--- config.mk ---
export PLATFORM = sky130hd
export DESIGN_NAME = seq_detector_param
export DESIGN_NICKNAME = d
export VERILOG_FILES = /design/src/rtl/seq_det_pkg.sv /design/src/rtl/seq_detector_param_sat_counter.sv /design/src/rtl/seq_detector_param.sv
export SDC_FILE = /design/constraint.sdc
export NUM_CORES = 1
export LEC_CHECK = 0
export CAP_MARGIN = 15
export CORE_UTILIZATION = 55
export CTS_CLUSTER_SIZE = 40
export DETAILED_ROUTE_END_ITERATION = 10
export PLACE_DENSITY = 0.85
export SLEW_MARGIN = 30
export SYNTH_ARGS = -nofsm -noshare
export SYNTH_HDL_FRONTEND = slang
export SYNTH_SLANG_ARGS = --single-unit
--- constraint.sdc ---
create_clock -name clk -period 7.15 [get_ports clk]
set_input_delay 1.43 -clock clk [delete_from_list [all_inputs] [get_ports clk]]
set_output_delay 1.43 -clock clk [all_outputs]
set_load 0.02 [all_outputs]
--- src/rtl/seq_det_pkg.sv ---
// Shared constants, types and helpers for the parametrised serial sequence detector.
package seq_det_pkg;

  localparam int DEF_MAX_LEN = 8;
  localparam int DEF_CNT_W   = 8;

  typedef enum logic {
    OVL_OFF = 1'b0,
    OVL_ON  = 1'b1
  } ovl_mode_e;

  // Width needed to hold a pattern length of 0..max_len inclusive.
  function automatic int len_width(input int max_len);
    return $clog2(max_len + 1);
  endfunction

endpackage

--- src/rtl/seq_detector_param_sat_counter.sv ---
// Saturating up-counter with a sticky flag that sets once the count reaches all-ones.
module sat_counter #(
  parameter int W = 8
) (
  input  logic         clk,
  input  logic         rst_n,
  input  logic         clr,
  input  logic         inc,
  output logic [W-1:0] cnt,
  output logic         sat
);

  logic [W-1:0] cnt_q, cnt_d;
  logic         sat_q, sat_d;

  always_comb begin
    cnt_d = cnt_q;
    sat_d = sat_q;
    if (clr) begin
      cnt_d = '0;
      sat_d = 1'b0;
    end else if (inc) begin
      if (cnt_q != {W{1'b1}}) begin
        cnt_d = cnt_q + W'(1);
      end
      sat_d = sat_q | (cnt_d == {W{1'b1}});
    end
  end

  always_ff @(posedge clk or negedge rst_n) begin
    if (!rst_n) begin
      cnt_q <= '0;
      sat_q <= 1'b0;
    end else begin
      cnt_q <= cnt_d;
      sat_q <= sat_d;
    end
  end

  assign cnt = cnt_q;
  assign sat = sat_q;

endmodule

--- src/rtl/seq_detector_param.sv ---
// Serial detector for a run-time programmable 1..MAX_LEN bit pattern with
// overlapping/non-overlapping modes, registered match pulse and saturating count.
module seq_detector_param
  import seq_det_pkg::*;
#(
  parameter int MAX_LEN = DEF_MAX_LEN,
  parameter int CNT_W   = DEF_CNT_W,
  parameter int LEN_W   = len_width(MAX_LEN)
) (
  input  logic               clk,
  input  logic               rst_n,
  input  logic               en,
  input  logic               clr,
  input  logic               X,
  input  logic [MAX_LEN-1:0] pattern,
  input  logic [LEN_W-1:0]   pat_len,
  input  logic               overlap,
  output logic               Y,
  output logic [CNT_W-1:0]   match_cnt,
  output logic               cnt_sat,
  output logic               len_err
);

  logic [MAX_LEN-1:0] hist_q, hist_d, hist_sh;
  logic [LEN_W-1:0]   fill_q, fill_d, fill_sh;
  logic               y_q, y_d;
  logic [MAX_LEN-1:0] diff;
  logic               match;

  assign len_err = (pat_len == '0) || (pat_len > LEN_W'(MAX_LEN));

  // Candidate history and fill level as they would be after taking X.
  assign hist_sh = {hist_q[MAX_LEN-2:0], X};
  assign fill_sh = (fill_q == LEN_W'(MAX_LEN)) ? fill_q : fill_q + LEN_W'(1);

  // Only the lowest pat_len positions take part in the compare.
  generate
    for (genvar gi = 0; gi < MAX_LEN; gi++) begin : g_cmp
      assign diff[gi] = (pat_len > LEN_W'(gi)) && (hist_sh[gi] != pattern[gi]);
    end
  endgenerate

  assign match = en && !clr && !len_err && (fill_sh >= pat_len) && (diff == '0);

  always_comb begin
    hist_d = hist_q;
    fill_d = fill_q;
    y_d    = 1'b0;
    if (clr) begin
      hist_d = '0;
      fill_d = '0;
    end else if (en) begin
      hist_d = hist_sh;
      fill_d = fill_sh;
      y_d    = match;
      // Emptying the fill level keeps matched bits from seeding the next match.
      if (match && (ovl_mode_e'(overlap) == OVL_OFF)) begin
        fill_d = '0;
      end
    end
  end

  always_ff @(posedge clk or negedge rst_n) begin
    if (!rst_n) begin
      hist_q <= '0;
      fill_q <= '0;
      y_q    <= 1'b0;
    end else begin
      hist_q <= hist_d;
      fill_q <= fill_d;
      y_q    <= y_d;
    end
  end

  sat_counter #(
    .W(CNT_W)
  ) u_cnt (
    .clk  (clk),
    .rst_n(rst_n),
    .clr  (clr),
    .inc  (match),
    .cnt  (match_cnt),
    .sat  (cnt_sat)
  );

  assign Y = y_q;

endmodule

==> results by group <==
Critical path
  – Critical-path cell list: clkdlybuf4s50_1, inv_1, xnor2_1, clkdlybuf4s50_1
  – Critical Path RT: 5.72 ns
  – CP most frequent cell: clkdlybuf4s50_1
  – Path type of the worst setup path: primary input to primary output
  – CP delay by family, top: buffers and inverters
  – Worst path max stage delay: 0.64 ns
  – Critical Path AT: 2.98 ns
  – Buf/Inv on CP: 3
  – Critical path peak fanout: 6
  – CP startpoint: pat_len[3]
  – Reg2Reg Launch Point: fill_q[0]$_DFFE_PN0P_
  – Critical path depth: 4
  – Worst setup SP type: primary input
  – Slowest stage cell, crit path: clkdlybuf4s50_1
  – R2R cell count: 12
  – Worst Setup End Kind: primary output

CTS
  – TritonCTS buffer count: 3
  – Hold_buf cts: 0
  – TritonCTS clock tree: built
  – Clock tree buffer depth: 2
  – CTS root buffer: clkbuf_4
  – Clock latency on the worst-skew pair: 0.30 ns
  – Clk pin slew, worst setup/hold paths: 0.11 ns
  – H-tree depth: 1
  – Clk sink count: 21
  – Post-CTS Setup Bufs: 0
  – Post-cts sizing count: 0

Synthesis
  – Syn avg cell area: 9.36 um^2
  – EDFF count, synth: 0
  – Netlist Area Pre-Place: 1410 um^2
  – Sequential element share of the synthesized area: 37.2%
  – Register bit total from synthesis: 21
  – Synth warn: 0
  – Top FF cell, synth: dfrtp_1
  – Syn Inst Count: 151
  – Post-synth cell types: 44
  – Synth Net Count: 176
  – Async S/R FF share, synth: 100%

Route
  – Drt via density: 5.91
  – 1st-pass router iterations: 4
  – Initial DRC Count: 23
  – Routed vias: 1217
  – DRC viols: 0
  – DRT Wirelength: 3.03 mm
  – Wire per inst: 14.7 um
  – Antenna Violating Nets Remaining: 0

Power and ir drop
  – Peak supply drop: 0.000167 V
  – Switch share: 24.9%
  – Pleak: 0.705 nW
  – Sequential share of power: 57.0%
  – Comb pwr share: 17.2%
  – Power Density: 125 nW/um^2
  – P_int: 0.000161 W
  – Clock share of power: 25.7%
  – Sw power: 0.0000534 W

Run
  – Max-cap viol count: 0

Hold path
  – Hold crit path type: flip-flop to flip-flop
  – Min-delay src: u_cnt.sat$_DFFE_PN0P_
  – Hold path depth: 2

STA
  – Final Setup Violations: 0
  – Crit path time final: 4.41 ns
  – Fmax: 0.227 GHz
  – Setup Total Neg Slack: 0 ns
  – Hold Vio Cnt, Final: 0
  – Tcrit/Tclk final: 61.7%
  – Hold slack: 0.535 ns
  – Final Skew: 0.00970 ns
  – Slew Viols, Final: 0
  – Worst slew margin: 47.8%
  – Setup ws final: 2.74 ns
  – RSZ-0062 raised after global routing: false
  – Worst-Margin Slew: 0.781 ns

Floorplan
  – Std cell rows: 18
  – Die outline width: 52.7 um
  – I/O pins: 29
  – DIE AREA: 2780 um^2
  – Initial Utilization: 57.5%
  – Die height: 52.7 um
  – Total core area: 2450 um^2

Placement
  – PortBufs: 28
  – Post-DP HPWL: 2.30 mm
  – Placed cell area: 1690 um^2
  – Placer Congestion: 0.854
  – Post-Place Worst Slack: 2.76 ns

Finish
  – Nets: 202
  – Layout cell share with drive strength beyond 1: 5.11%
  – Ant. Diodes: 0
  – Final instance area: 1710 um^2
  – Area Overhead vs Synth: 21.0%

Global routing
  – First-pass GRT wire length: 5.10 mm
  – GRT overflow: 0
  – Largest net degree at the start of global routing: 22
  – Initial antenna violation count: 0
  – Vias in the first global route: 1196
  – Total global-route track usage: 25.3%

Outcome
  – Outcome: finished, final reports clean
cell usage after synthesis, drive strengths merged (3+ instances only):
master / number / area [um^2]
a21oi: 4 / 20.0
clkbuf: 6 / 22.5
dfrtp: 21 / 526
ha: 7 / 87.6
inv: 10 / 37.5
mux2i: 10 / 100
nand2: 10 / 37.5
nand2b: 4 / 25.0
nand3: 5 / 25.0
nor2: 16 / 60.1
nor3: 3 / 20.0
o21ai: 6 / 30.0
xnor2: 7 / 61.3
xor2: 5 / 43.8
registers in the layout, indices dropped and copies added, names as in the netlist:
register and cells:
Y 1, fill_q 4, hist_q 7, u_cnt.cnt 8, u_cnt.sat 1
routing by layer:
layer	share of wire, %	wire length, um	vias to the layer above	global-route usage (%)
met5	0	0	-	0
met4	1.1	34	0	6.14
met3	3.6	109	4	6.38
met2	51	1560	31	44.3
met1	44	1330	588	30.7
li1	-	-	594	-
power by group through the flow:
stage,registers (W),clock network (W),logic (W)
after CTS,0.000122,0.0000572,0.0000374
after floorplan,0.000124,0,0.0000185
after detailed placement,0.000125,0,0.0000372
after global placement,0.000124,0,0.0000354
after global routing,0.000122,0.0000637,0.0000411
final,0.000122,0.0000551,0.0000369
kinds of logic after synthesis:
logic type / Yosys count / share of synthesized area, %
buffers and inverters: 18 / 6.29
multiplexers: 10 / 7.09
flip-flops: 21 / 37.2
adder cells (fa/ha/maj): 7 / 6.20
AND/OR/NAND/NOR: 50 / 18.1
AO/OA/AOI/OAI: 33 / 17.7
XOR/XNOR: 12 / 7.44
path summary, 6_finish.rpt:
check | to | slack, ns
max | len_err | 2.74
min | u_cnt.sat$_DFFE_PN0P_ | 0.54
max reg2reg | u_cnt.cnt[3]$_DFFE_PN0P_ | 4.15
min reg2reg | u_cnt.sat$_DFFE_PN0P_ | 0.54
max in group asynchronous | hist_q[4]$_DFFE_PN0P_ | 5.77
min in group asynchronous | u_cnt.cnt[1]$_DFFE_PN0P_ | 1.06
layout by cell type, fill, tap and decap left out, types with 2 or more instances in the layout:
| master | n |
|---|---|
| nor2b_1 | 2 |
| o32ai_1 | 2 |
| a21oi_1 | 4 |
| a2111oi_0 | 2 |
| o21ai_0 | 6 |
| nand3_1 | 5 |
| a22o_1 | 2 |
| mux2i_1 | 10 |
| clkbuf_4 | 3 |
| nor3_1 | 2 |
| a32o_1 | 2 |
| dfrtp_1 | 21 |
| xor2_1 | 5 |
| inv_1 | 10 |
| nor2_1 | 16 |
| o31ai_1 | 2 |
| clkdlybuf4s50_1 | 27 |
| nand2b_1 | 4 |
| and4_1 | 2 |
| xnor2_1 | 7 |
| ha_1 | 7 |
| o22ai_1 | 2 |
| nand2_1 | 10 |
cell type report:
class,count,area (um^2)
multi-input cells,112,798
fillers,198,746
flip-flops and latches,21,526
repair buffers,28,275
inverters,11,46.3
well taps,30,37.5
clock buffers,4,26.3
metrics by stage:
step           cells  util (%)  total power, W
5_1_grt          206      69.6        0.000227
2_1_floorplan    151         -        0.000143
3_3_place_gp     202      68.8        0.000160
3_5_place_dp     202      68.8        0.000162
4_1_cts          206      69.8        0.000217
6_report         206      69.6        0.000214
worst min-delay path, stage by stage (launching register included):
cell	delay, ns
dfrtp_1	0.39
inv_1	0.05
o22ai_1	0.06
Power figures use the tool's default switching activity.
